$ cat config.mk
export PLATFORM = sky130hd
export DESIGN_NAME = multicore_core_image_loader
export DESIGN_NICKNAME = d
export VERILOG_FILES = /design/src/rtl/multicore_core_image_loader.sv
export SDC_FILE = /design/constraint.sdc
export NUM_CORES = 1
export LEC_CHECK = 0
export ABC_AREA = 1
export CAP_MARGIN = 10
export CORE_ASPECT_RATIO = 1.25
export CORE_MARGIN = 2
export CORE_UTILIZATION = 58
export DETAILED_ROUTE_END_ITERATION = 7
export GPL_TIMING_DRIVEN = 0
export PLACE_DENSITY = 0.85
export SYNTH_ARGS = -nofsm -noshare
export SYNTH_HDL_FRONTEND = slang
export SYNTH_SLANG_ARGS = --single-unit
$ cat constraint.sdc
create_clock -name clk -period 2.5 [get_ports clk]
set_clock_uncertainty 0.15 [all_clocks]
set_input_delay 0.75 -clock clk [delete_from_list [all_inputs] [get_ports clk]]
set_output_delay 0.75 -clock clk [all_outputs]
set_load 0.05 [all_outputs]
$ cat src/rtl/multicore_core_image_loader.sv
// Program-image loader: parses a 4-byte header and packs payload bytes into RAM port-2 writes while the core is held in reset.
// Optional trailing XOR checksum byte is enabled by defining LOADER_CSUM_EN.
module multicore_core_image_loader #(
  parameter int ADDR_W = 12
) (
  input  logic              clk,
  input  logic              reset_n,
  input  logic [7:0]        s_data,
  input  logic              s_valid,
  input  logic              s_last,
  output logic              s_ready,
  input  logic              rearm,
  output logic [ADDR_W-1:0] address2,
  output logic [3:0]        byteenable2,
  output logic              chipselect2,
  output logic              write2,
  output logic [31:0]       writedata2,
  output logic              clken2,
  output logic              core_reset_req,
  output logic              done,
  output logic              error
);

  // state  | meaning
  // S_IDLE | waiting for header byte 0
  // S_HDR  | collecting header bytes 1..3
  // S_DATA | packing payload bytes into words
  // S_CSUM | waiting for the checksum byte
  // S_DONE | clean load, core released
  // S_ERR  | failed load, input drained
  typedef enum logic [2:0] {S_IDLE, S_HDR, S_DATA, S_CSUM, S_DONE, S_ERR} state_t;

  state_t            r_state;
  logic              r_live;
  logic [1:0]        r_hdr_idx;
  logic [15:0]       r_len;
  logic [7:0]        r_base_lo;
  logic [15:0]       r_rem;
  logic [1:0]        r_lane;
  logic [31:0]       r_word;
  logic [3:0]        r_be;
  logic [ADDR_W-1:0] r_addr;
  logic [ADDR_W-1:0] r_addr_out;
  logic [3:0]        r_be_out;
  logic [31:0]       r_wdata;
  logic              r_write;
  logic              r_done;
  logic              r_error;
  logic              r_core_reset;
`ifdef LOADER_CSUM_EN
  logic [7:0]        r_csum;
`endif

  logic              w_acc;
  logic              w_last_pay;
  logic              w_hdr_last_exp;
  logic              w_data_last_exp;
  logic [31:0]       w_word;
  logic [3:0]        w_be;

  assign w_acc      = s_valid & s_ready;
  assign w_last_pay = (r_rem == 16'd1);

  // Which byte is allowed to carry s_last depends on whether a checksum follows
`ifdef LOADER_CSUM_EN
  assign w_hdr_last_exp  = 1'b0;
  assign w_data_last_exp = 1'b0;
`else
  assign w_hdr_last_exp  = (r_hdr_idx == 2'd3) && (r_len == 16'd0);
  assign w_data_last_exp = w_last_pay;
`endif

  always_comb begin
    w_word = r_word;
    w_be   = r_be;
    case (r_lane)
      2'd0:    begin w_word[7:0]   = s_data; w_be[0] = 1'b1; end
      2'd1:    begin w_word[15:8]  = s_data; w_be[1] = 1'b1; end
      2'd2:    begin w_word[23:16] = s_data; w_be[2] = 1'b1; end
      default: begin w_word[31:24] = s_data; w_be[3] = 1'b1; end
    endcase
  end

  always_ff @(posedge clk or negedge reset_n) begin
    if (!reset_n) begin
      r_state      <= S_IDLE;
      r_live       <= 1'b0;
      r_hdr_idx    <= 2'd0;
      r_len        <= 16'd0;
      r_base_lo    <= 8'd0;
      r_rem        <= 16'd0;
      r_lane       <= 2'd0;
      r_word       <= 32'd0;
      r_be         <= 4'd0;
      r_addr       <= '0;
      r_addr_out   <= '0;
      r_be_out     <= 4'd0;
      r_wdata      <= 32'd0;
      r_write      <= 1'b0;
      r_done       <= 1'b0;
      r_error      <= 1'b0;
      r_core_reset <= 1'b1;
`ifdef LOADER_CSUM_EN
      r_csum       <= 8'd0;
`endif
    end else begin
      r_live  <= 1'b1;
      r_write <= 1'b0;
      case (r_state)
        S_IDLE: if (w_acc) begin
          r_len[7:0] <= s_data;
          r_hdr_idx  <= 2'd1;
          if (s_last) begin
            r_state <= S_ERR;
            r_error <= 1'b1;
          end else begin
            r_state <= S_HDR;
          end
        end

        S_HDR: if (w_acc) begin
          r_hdr_idx <= r_hdr_idx + 2'd1;
          if (s_last != w_hdr_last_exp) begin
            r_state <= S_ERR;
            r_error <= 1'b1;
          end else if (r_hdr_idx == 2'd1) begin
            r_len[15:8] <= s_data;
          end else if (r_hdr_idx == 2'd2) begin
            r_base_lo <= s_data;
          end else begin
            r_addr <= ADDR_W'({s_data, r_base_lo});
            r_rem  <= r_len;
            r_lane <= 2'd0;
            r_word <= 32'd0;
            r_be   <= 4'd0;
`ifdef LOADER_CSUM_EN
            r_csum <= 8'd0;
            r_state <= (r_len == 16'd0) ? S_CSUM : S_DATA;
`else
            if (r_len == 16'd0) begin
              r_state      <= S_DONE;
              r_done       <= 1'b1;
              r_core_reset <= 1'b0;
            end else begin
              r_state <= S_DATA;
            end
`endif
          end
        end

        S_DATA: if (w_acc) begin
          if (s_last != w_data_last_exp) begin
            // Pending partial word is dropped: nothing is written after an error
            r_state <= S_ERR;
            r_error <= 1'b1;
          end else begin
            r_rem  <= r_rem - 16'd1;
            r_lane <= r_lane + 2'd1;
            r_word <= w_word;
            r_be   <= w_be;
`ifdef LOADER_CSUM_EN
            r_csum <= r_csum ^ s_data;
`endif
            if ((r_lane == 2'd3) || w_last_pay) begin
              r_write    <= 1'b1;
              r_wdata    <= w_word;
              r_be_out   <= w_be;
              r_addr_out <= r_addr;
              r_addr     <= r_addr + ADDR_W'(1);
              r_word     <= 32'd0;
              r_be       <= 4'd0;
            end
            if (w_last_pay) begin
`ifdef LOADER_CSUM_EN
              r_state <= S_CSUM;
`else
              r_state      <= S_DONE;
              r_done       <= 1'b1;
              r_core_reset <= 1'b0;
`endif
            end
          end
        end

        S_CSUM: begin
`ifdef LOADER_CSUM_EN
          if (w_acc) begin
            if (s_last && (s_data == r_csum)) begin
              r_state      <= S_DONE;
              r_done       <= 1'b1;
              r_core_reset <= 1'b0;
            end else begin
              r_state <= S_ERR;
              r_error <= 1'b1;
            end
          end
`else
          r_state <= S_ERR;
          r_error <= 1'b1;
`endif
        end

        S_DONE: if (rearm) begin
          r_state      <= S_IDLE;
          r_done       <= 1'b0;
          r_core_reset <= 1'b1;
        end

        S_ERR: if (rearm) begin
          r_state <= S_IDLE;
          r_error <= 1'b0;
        end

        default: r_state <= S_IDLE;
      endcase
    end
  end

  assign s_ready        = r_live && (r_state != S_DONE);
  assign address2       = r_addr_out;
  assign byteenable2    = r_be_out;
  assign write2         = r_write;
  assign chipselect2    = r_write;
  assign writedata2     = r_wdata;
  assign clken2         = 1'b1;
  assign core_reset_req = r_core_reset;
  assign done           = r_done;
  assign error          = r_error;

endmodule

==> key figures <==
Route
  • DR pass1 iterations: 6
  • Routed length per instance: 16.96 um
  • Post-route ant nets: 0
  • Vias: 6893
  • WL final: a little over 20000 um
  • Remaining DRCs: 0
  • Via-per-instance ratio: between 5 and 6
  • Drt first-iter violations: 733

Placed design
  • Final GP Congestion: around 0.91
  • Dpl cells: about 1200
  • Setup WS pre-CTS: -0.4957 ns
  • DP HPWL: 13500 um
  • Area post-placement: 8563 sq um
  • Input/output buffers: 66

Clocking
  • H-Tree Depth: 4
  • Clk buf depth: 2
  • Worst-skew pair later-pin latency: between 0.4 and 0.5 ns
  • Clock Sinks: approximately 150
  • Root Buffer: clkbuf_16
  • Clk slew on worst S/H paths: around 0.060 ns
  • CTS tree: done
  • Cts bufs inserted: 17

STA
  • Pins Over Slew Limit: 0
  • Final hold vios: 0
  • Fmax: 403.5 MHz
  • Final min period: 2.478 ns
  • Final TNS setup: 0 ns
  • Setup ws final: roughly 0.022 ns
  • Slew @ Worst Pin: 0.5634 ns
  • Final worst path period share: 99.12%
  • Final setup violation count: 0
  • Worst slew margin: between 60% and 70%
  • Worst hold slack: ~0.11 ns

Yosys
  • FF+latch count, synth: 148
  • Count leader, synth: nand2_1
  • Post-synthesis sequential area ratio: around half
  • EDFF count, synth: 0
  • Count of different cell masters after synthesis: 41
  • Async S/R FF share, synth: 100.0%
  • Synth Instances: ~900
  • Yosys warning count: 0
  • Most frequent cells after synthesis: 304 x nand2_1, 147 x dfrtp_1, 74 x o21ai_0, 58 x nor2_1, 49 x inv_1
  • Share of the synthesized area in the top cell type: 48.02%
  • Post-Syn Area per Cell: 8.263 sq um
  • Main synth FF type: dfrtp_1
  • Top post-synthesis cells by area: dfrtp_1 48%, nand2_1 15%, o21ai_0 4.8%
  • Top cell type by total area after synthesis: dfrtp_1
  • Synthesized area: 7660 sq um

Floorplan
  • Placeable Area: between 10000 and 15000 sq um
  • Die X: 106.8 um
  • Io pins: a little under 70
  • Die ar.: 14150 sq um
  • Starting Density: between 50% and 60%
  • Die Y: around 130 um
  • Site Rows: 46

Cells and area
  • Final Cell Area: around 9400 sq um
  • Inserted Diodes: 0
  • Layout Utilization: 73.23%
  • Fin cells: between 1000 and 1500
  • Share of cells above drive strength 1: between 15 and 20%
  • Fin nets: about 1000
  • Area grow syn2layout: 22.15%

Setup path
  • Worst path required time: between 1.5 and 2 ns
  • R2R setup slack: around 0.10 ns
  • WP data arrival: between 1.5 and 2 ns
  • Crit path kind: register to output pin
  • Worst path bufs/invs: 1
  • Largest stage delay on the critical path: ~0.8 ns
  • Worst r2r path cells: 11
  • CP Cell Sequence: clkdlybuf4s50_1
  • Crit end category: output pin
  • Startpoint types: register
  • Instance count on the critical path: 1
  • Critical-path top delay cell: clkdlybuf4s50_1
  • Worst Path Max Fanout: 2
  • CP top delay family: buffers and inverters

Global route
  • Global route total overflow: 0
  • Largest net degree at the start of global routing: ~100
  • Vias in the first global route: between 6000 and 7000
  • All-layer global routing usage: between 20% and 30%
  • Initial antenna violation count: 0
  • First-pass GRT wire length: ~32000 um

Pwr
  • Worst VDD drop: ~0.00064 V
  • PD cells: about 1000 nW/um^2
  • Pleak: 4.881 nW
  • Tot Pwr: 9.401 mW

Run
  • Maxcap violations: 0

Worst hold path
  • Hold WC Path Type: primary input to asynchronous set/reset pin

Run status
  • Status: finished clean
-- power by group --
part,leakage [nW],internal (mW),switching [mW]
Combinational,2.57,1.18,2.22
Sequential,2.01,2.85,0.480
Clock,0.296,1.65,1.01
Total,4.88,5.69,3.71
-- cell type report --
| cell class | count | area, sq um |
|---|---|---|
| flip-flops and latches | 148 | 3710 |
| multi-input cells | 680 | 3492 |
| fillers | 892 | 3421 |
| repair buffers | 75 | 787.0 |
| clock buffers | 25 | 485.5 |
| plain buffers | 45 | 336.6 |
| inverters | 56 | 214.0 |
| well taps | 168 | 210.2 |
| clock inverters | 7 | 121.4 |
-- layer usage --
| layer | vias to the layer above | track usage [%] | wire length [um] |
|---|---|---|---|
| met5 | - | 0 | 0 |
| met4 | 0 | 13.42 | 657 |
| met3 | 64 | 6.207 | 1389 |
| met2 | 314 | 49.33 | 10390 |
| met1 | 3315 | 35.78 | 7976 |
| li1 | 3200 | - | - |
-- registers in the layout, indices dropped and copies added (netlist names), 3 cells and up --
register and cells:
r_addr 12, writedata2 32, address2 12, r_base_lo 8, r_word 32, r_rem 16, r_len 16, byteenable2 4
r_be 4, r_state 3
-- what timing repair did --
action / in CTS / in global routing
gates resized for setup: 39 / 33
pin swaps: 7 / 8
buffers inserted: 4 / 3
hold buffers: 0 / 0
gates cloned: 1 / 1
setup endpoints to repair: 134 / 134
-- logic make-up after synthesis --
kind of cell / Yosys count / share of synthesized area (%)
multiplexers: 5 / 0.6534
XOR/XNOR: 7 / 0.8004
flip-flops: 148 / 48.37
AO/OA/AOI/OAI: 173 / 13.33
adder cells (fa/ha/maj): 11 / 1.797
other: 1 / 0.04896
buffers and inverters: 101 / 7.057
AND/OR/NAND/NOR: 481 / 27.95
-- cell usage in the layout, fill, tap and decap left out, types with 18 or more instances in the layout --
| master | count |
|---|---|
| o21ai_1 | 46 |
| inv_1 | 48 |
| or2_1 | 18 |
| nand2_1 | 303 |
| nor2_1 | 55 |
| o21ai_2 | 36 |
| dlygate4sd2_1 | 24 |
| dlymetal6s2s_1 | 21 |
| nand3_1 | 47 |
| o21ai_0 | 74 |
| nand4_1 | 20 |
| clkdlybuf4s50_1 | 19 |
| clkbuf_16 | 18 |
| buf_6 | 18 |
| dfrtp_1 | 143 |
-- worst paths after layout --
check,startpoint,end
worst max-delay path,done,done
worst min-delay path,reset_n,writedata2[8]
worst max register to register,r_rem[7],r_addr[10]
worst min register to register,error,error
max in group asynchronous,reset_n,r_rem[7]
min in group clk,error,error
Note: power is estimated with default switching activity, not from simulation.
